File: src/rtl/tick_gen_pkg.sv
`default_nettype none
// ---------------------------------------------------------------------------
// tick_gen_pkg : shared types, default widths and config check for the tick
//                generator. Revision: 1.0
// ---------------------------------------------------------------------------
package tick_gen_pkg;

    localparam int DEF_NUM_CH = 2;
    localparam int DEF_FREQ_W = 32;
    localparam int DEF_CNT_W  = 16;
    // Widest frequency value cfg_valid() can judge.
    localparam int MAX_FREQ_W = 64;

    typedef enum logic [1:0] {
        IDLE = 2'd0,
        RUN  = 2'd1,
        ERR  = 2'd2
    } tick_state_e;

    // The doubled rate gets one spare bit, so the compare never overflows.
    function automatic logic cfg_valid(input logic [MAX_FREQ_W-1:0] rate_v,
                                       input logic [MAX_FREQ_W-1:0] sys_v);
        logic [MAX_FREQ_W:0] dbl;
        dbl = {rate_v, 1'b0};
        return (rate_v != '0) && (dbl <= {1'b0, sys_v});
    endfunction

endpackage
`default_nettype wire

File: src/rtl/tick_gen_ch.sv
`default_nettype none
// ---------------------------------------------------------------------------
// tick_gen_ch : one fractional-accumulator tick channel with its own FSM,
//               counter and error state. Option: TICKGEN_CNT_SAT_EN.
// Revision: 1.0
// ---------------------------------------------------------------------------
module tick_gen_ch
    import tick_gen_pkg::*;
#(
    parameter int FREQ_W = DEF_FREQ_W,
    parameter int CNT_W  = DEF_CNT_W
) (
    input  logic              clk,
    input  logic              rst_n,
    input  logic [FREQ_W-1:0] sys_freq,
    input  logic              en,
    input  logic              load,
    input  logic [FREQ_W-1:0] rate,
    output logic              tick,
    output logic [CNT_W-1:0]  tick_cnt,
`ifdef TICKGEN_CNT_SAT_EN
    output logic              sat,
`endif
    output logic              err,
    output logic              busy
);

    tick_state_e       state_q, state_d;
    logic              en_prev_q, en_prev_d;
    logic [FREQ_W-1:0] rate_q, rate_d;
    logic [FREQ_W-1:0] sys_q, sys_d;
    logic [FREQ_W:0]   acc_q, acc_d;
    logic              tick_q, tick_d;
    logic [CNT_W-1:0]  cnt_q, cnt_d;
`ifdef TICKGEN_CNT_SAT_EN
    logic              sat_q, sat_d;
`endif

    logic              w_cap;
    logic              w_valid;
    logic [FREQ_W:0]   w_sum;
    logic              w_hit;

    // A capture uses this cycle's inputs, so the state decision sees them too.
    assign w_cap   = load | (en & ~en_prev_q);
    assign rate_d  = w_cap ? rate     : rate_q;
    assign sys_d   = w_cap ? sys_freq : sys_q;
    assign w_valid = cfg_valid(MAX_FREQ_W'(rate_d), MAX_FREQ_W'(sys_d));
    assign w_sum   = acc_q + {1'b0, rate_q};
    assign w_hit   = (w_sum >= {1'b0, sys_q});
    assign en_prev_d = en;

    always_comb begin
        state_d = state_q;
        acc_d   = acc_q;
        tick_d  = 1'b0;
        cnt_d   = cnt_q;
`ifdef TICKGEN_CNT_SAT_EN
        sat_d   = sat_q;
`endif
        if (!en) begin
            state_d = IDLE;
            acc_d   = '0;
            if (load) begin
                cnt_d = '0;
`ifdef TICKGEN_CNT_SAT_EN
                sat_d = 1'b0;
`endif
            end
        end else if (load || state_q == IDLE) begin
            // Entry from IDLE keeps the count; a load restarts it.
            state_d = w_valid ? RUN : ERR;
            acc_d   = '0;
            if (load) begin
                cnt_d = '0;
`ifdef TICKGEN_CNT_SAT_EN
                sat_d = 1'b0;
`endif
            end
        end else begin
            case (state_q)
                RUN: begin
                    if (w_hit) begin
                        acc_d  = w_sum - {1'b0, sys_q};
                        tick_d = 1'b1;
`ifdef TICKGEN_CNT_SAT_EN
                        if (&cnt_q) begin
                            sat_d = 1'b1;
                        end else begin
                            cnt_d = cnt_q + CNT_W'(1);
                        end
`else
                        cnt_d  = cnt_q + CNT_W'(1);
`endif
                    end else begin
                        acc_d = w_sum;
                    end
                end
                ERR: begin
                    acc_d = '0;
                end
                default: begin
                    state_d = IDLE;
                    acc_d   = '0;
                end
            endcase
        end
    end

    always_ff @(posedge clk or negedge rst_n) begin
        if (!rst_n) begin
            state_q   <= IDLE;
            en_prev_q <= 1'b0;
            rate_q    <= '0;
            sys_q     <= '0;
            acc_q     <= '0;
            tick_q    <= 1'b0;
            cnt_q     <= '0;
`ifdef TICKGEN_CNT_SAT_EN
            sat_q     <= 1'b0;
`endif
        end else begin
            state_q   <= state_d;
            en_prev_q <= en_prev_d;
            rate_q    <= rate_d;
            sys_q     <= sys_d;
            acc_q     <= acc_d;
            tick_q    <= tick_d;
            cnt_q     <= cnt_d;
`ifdef TICKGEN_CNT_SAT_EN
            sat_q     <= sat_d;
`endif
        end
    end

    assign tick     = tick_q;
    assign tick_cnt = cnt_q;
    assign err      = (state_q == ERR);
    assign busy     = (state_q == RUN);
`ifdef TICKGEN_CNT_SAT_EN
    assign sat      = sat_q;
`endif

endmodule
`default_nettype wire

File: src/rtl/multi_tick_gen.sv
`default_nettype none
// ---------------------------------------------------------------------------
// multi_tick_gen : NUM_CH independent fractional tick generators sharing one
//                  clock. Option: TICKGEN_CNT_SAT_EN. Revision: 1.0
// ---------------------------------------------------------------------------
module multi_tick_gen
    import tick_gen_pkg::*;
#(
    parameter int NUM_CH = DEF_NUM_CH,
    parameter int FREQ_W = DEF_FREQ_W,
    parameter int CNT_W  = DEF_CNT_W
) (
    input  logic                     clk,
    input  logic                     rst_n,
    input  logic [FREQ_W-1:0]        sys_freq,
    input  logic [NUM_CH-1:0]        en,
    input  logic [NUM_CH-1:0]        load,
    input  logic [NUM_CH*FREQ_W-1:0] rate,
    output logic [NUM_CH-1:0]        tick,
    output logic [NUM_CH*CNT_W-1:0]  tick_cnt,
`ifdef TICKGEN_CNT_SAT_EN
    output logic [NUM_CH-1:0]        sat,
`endif
    output logic [NUM_CH-1:0]        err,
    output logic [NUM_CH-1:0]        busy
);

    for (genvar i = 0; i < NUM_CH; i++) begin : g_ch
        tick_gen_ch #(
            .FREQ_W (FREQ_W),
            .CNT_W  (CNT_W)
        ) u_ch (
            .clk      (clk),
            .rst_n    (rst_n),
            .sys_freq (sys_freq),
            .en       (en[i]),
            .load     (load[i]),
            .rate     (rate[i*FREQ_W +: FREQ_W]),
            .tick     (tick[i]),
            .tick_cnt (tick_cnt[i*CNT_W +: CNT_W]),
`ifdef TICKGEN_CNT_SAT_EN
            .sat      (sat[i]),
`endif
            .err      (err[i]),
            .busy     (busy[i])
        );
    end

endmodule
`default_nettype wire

File: config.mk
export PLATFORM = sky130hd
export DESIGN_NAME = multi_tick_gen
export DESIGN_NICKNAME = d
export VERILOG_FILES = /design/src/rtl/tick_gen_pkg.sv /design/src/rtl/tick_gen_ch.sv /design/src/rtl/multi_tick_gen.sv
export SDC_FILE = /design/constraint.sdc
export NUM_CORES = 1
export LEC_CHECK = 0
export BUFFER_PORTS_ARGS = -buffer_cell sky130_fd_sc_hd__clkbuf_2
export CORE_MARGIN = 3
export CORE_UTILIZATION = 50
export DETAILED_ROUTE_END_ITERATION = 7
export MAX_ROUTING_LAYER = met4
export PLACE_DENSITY = 0.79
export SETUP_SLACK_MARGIN = 0.5
export SLEW_MARGIN = 20
export SYNTH_ARGS = -nofsm -noshare
export SYNTH_HDL_FRONTEND = slang
export SYNTH_HIERARCHICAL = 1
export SYNTH_SLANG_ARGS = --single-unit
File: constraint.sdc
create_clock -name clk -period 6.2 [get_ports clk]
set_input_delay 0.62 -clock clk [delete_from_list [all_inputs] [get_ports clk]]
set_output_delay 0.62 -clock clk [all_outputs]
set_load 0.05 [all_outputs]
==> results.json <==
{
  "die_w_microns": 198,
  "regToRegSetupSlack_ps": 710,
  "hold_viol": 0,
  "ios": 140,
  "fillers": 3152,
  "clk_path_buf_depth": 3,
  "cap_violations": 0,
  "synth_seq_cells": 234,
  "rsz0062_at_grt": "true",
  "clock-sinks": 234,
  "synth_area_sq_um": 18400,
  "drc": 0,
  "drtAntennaViolNets": 0,
  "vias_per_cell": 6.10,
  "route.met2.wl_microns": 25600,
  "power.density_nw_per_um2": 262,
  "rr_worst_depth": 19,
  "wl_met1_microns": 22700,
  "drt_iter0_markers": 1437,
  "synth_nets": 2326,
  "p_clk_share_pct": 31.8,
  "yosys_warnings": 6,
  "synth-edff-count": 0,
  "dr_wl_met3_microns": 3180,
  "crit_end": "g_ch[1].u_ch/tick_cnt[11]$_DFFE_PN0P_",
  "finalSetupTns_ps": 0,
  "drive_gt1_share_pct": 15.2,
  "slew_violations": 0,
  "fin_crit_sh_pct": 88.6,
  "grt_pass1_vias": 15900,
  "cts_tree": "built",
  "ctsHoldBuffers": 0,
  "critPathMaxFanout": 35,
  "fin_skew_ps": 19.8,
  "period_needed_ps": 5490,
  "p_switching_uw": 1970,
  "ys_types": 89,
  "synthFlopType": "dfrtp_1",
  "fp.dieH_microns": 198,
  "slew_headroom_pct": 33.8,
  "insertion_delay_ps": 560,
  "min_path_type": "in2async",
  "ir_drop_mv": 0.192,
  "multi_input_area_sq_um": 11600,
  "clk_pin_slew_ps": 60,
  "required_ps": 6670,
  "cp.arrival_ps": 5960,
  "mostFrequentLayoutCell": "dfrtp_1",
  "wl_microns": 53900,
  "grt_pass1_wl_microns": 84000,
  "layout_common_cells": "234 x dfrtp_1, 197 x ha_1, 182 x inv_1, 176 x a21oi_1, 138 x clkbuf_2",
  "cts_htree_levels": 1,
  "numCtsBuffers": 28,
  "fmax_ghz": 0.182,
  "syn_area_per_cell_sq_um": 9.09,
  "grt_start_max_net_pins": 132,
  "synthTopCellsByArea": "dfrtp_1 32%, ha_1 13%, a21oi_1 4.8%",
  "combPwrFrac_pct": 36.9,
  "r2r_start": "g_ch[1].u_ch/rate_q[10]$_DFF_PN0_",
  "r2r-end": "g_ch[1].u_ch/tick_cnt[11]$_DFFE_PN0P_",
  "crit_path_end_kind": "flip-flop",
  "via_count": 16100,
  "power_uw": 5400,
  "critPathLaunchType": "flip-flop",
  "root_buffer": "clkbuf_16",
  "top_layer": "met4",
  "num_rows": 69,
  "syn2layout_area_growth_pct": 12.1,
  "floorplan.initialDensity_pct": 51.2,
  "seqPwrFrac_pct": 31.4,
  "status": "completed",
  "grt-ovfl-total": 0,
  "ys_seq_area_share_pct": 31.8,
  "grt_use_total_pct": 27.5,
  "hpwl_microns": 41500,
  "seqCellArea_sq_um": 5860,
  "core_sq_um": 35900,
  "fp.dieArea_sq_um": 39100,
  "netlist.area_leader.share_pct": 31.8,
  "synth-async-reset-ratio_pct": 100,
  "internal-power_uw": 3430,
  "place.port_buffers": 139,
  "synthCells": 2022,
  "antenna_found_initial": 4,
  "nNetsFinal": 2452,
  "yosysTopAreaCell": "dfrtp_1",
  "p_leak_uw": 0.0102,
  "first_pass_iters": 6,
  "place_congestion": 0.964,
  "worst_slew_pin_slew_ps": 990,
  "final-setup-viol-count": 0,
  "path_class": "reg2reg",
  "p_sw_share_pct": 36.5,
  "wl_per_cell_microns": 20.5,
  "crit_path_start": "g_ch[1].u_ch/rate_q[10]$_DFF_PN0_"
}
-- registers in the layout, summed over array words and instances (netlist names) --
name	cells
g_ch.u_ch/rate_q	64
g_ch.u_ch/en_prev_q	2
g_ch.u_ch/acc_q	66
g_ch.u_ch/tick_cnt	32
g_ch.u_ch/sys_q	64
g_ch.u_ch/tick	2
g_ch.u_ch/state_q	4
-- repair_timing --
| action | 4_1_cts | 5_1_grt |
|---|---|---|
| endpoints found under the setup margin | 1 | 96 |
| cloned | 0 | 3 |
| resized for setup | 1 | 17 |
| buffers inserted | 0 | 4 |
| pin swaps | 0 | 2 |
-- metal layers --
layer	up-vias	GRT usage [%]
met5	-	-
met4	0	10.2
met3	126	2.72
met2	576	45.1
met1	7714	35.5
li1	7635	-
-- area by class of cell --
cell class	count	area share, %
Inverter	182	3.31
Sequential cell	234	28.4
Clock buffer	35	3.82
Antenna cell	3	0.0364
Clock inverter	16	0.911
Timing Repair Buffer	154	4.27
Tap cell	461	2.80
Multi-Input combinational cell	1548	56.4
-- worst min-delay path by stage --
stage | to | cells past startpoint
after floorplan | g_ch[0].u_ch/acc_q[0]$_DFF_PN0_ | 0
after global placement | g_ch[1].u_ch/sys_q[14]$_DFF_PN0_ | 2
after detailed placement | g_ch[1].u_ch/sys_q[4]$_DFF_PN0_ | 2
after CTS | g_ch[1].u_ch/tick_cnt[6]$_DFFE_PN0P_ | 1
after global routing | g_ch[1].u_ch/tick_cnt[6]$_DFFE_PN0P_ | 1
final | g_ch[1].u_ch/tick_cnt[6]$_DFFE_PN0P_ | 1
-- cells by family (layout without fill, tap and decap cells) --
logic type      count (synthesis)  count (layout)  synth area share (%)
compound gates                543             544                  19.8
other cells                     0               3                     0
mux                           154             154                  8.87
simple gates                  540             540                  15.0
buf+inv                       241             387                  5.41
flops                         234             234                  31.8
fa+ha+maj                     202             202                  13.9
xor+xnor                      108             108                  5.19
-- per-stage QoR --
step                      util (%)  std cells  instance area, sq um  setup slack [ps]  hold slack [ps]
after global placement        54.3       2572                 19500               542              498
after CTS                     57.0       2623                 20500               529              142
final                         57.4       2633                 20600               708             77.7
after detailed placement      54.3       2572                 19500               447              508
after floorplan                  -       2022                 18400              1310              324
after global routing          57.4       2633                 20600               488              160
-- cell usage after synthesis (15+ instances only) --
master      n
xor2_1     33
o21ai_0    94
nor2_1    117
and3_1     20
or3_1      22
buf_2      16
mux2i_1    85
nor4_1     22
a21o_1     76
xnor2_1    74
o21bai_1   21
a211oi_1   23
nand4_1    31
nor3_1     26
ha_1      198
mux2_2     68
nand2_1   125
dfrtp_1   234
or4_1      18
o21a_1     15
o31ai_1    17
nand2b_1   15
nor2b_1    28
inv_1     182
a21oi_1   177
nand3_1    62
clkbuf_1   28
-- worst max-delay path: stages (launching register included) --
cell	delay, ps
dfrtp_1	410
ha_1	380
a21oi_1	240
o21bai_1	80
a221oi_1	550
a211oi_2	240
o41ai_4	530
o311ai_0	250
xnor2_1	300
inv_1	80
ha_1	360
nand4_1	240
nor4_4	270
nand3_1	190
nand2_1	190
a211oi_4	40
buf_4	170
buf_6	200
or4_1	520
a21oi_1	160
-- power by group through the flow --
stage,Sequential [uW],Clock (uW),Combinational [uW]
2_1_floorplan,1690,0,1450
3_3_place_gp,1710,0,1850
3_5_place_dp,1720,0,1890
4_1_cts,1690,1750,1910
5_1_grt,1700,1810,2180
6_report,1690,1720,1990
(Power assumes the default switching activity.)
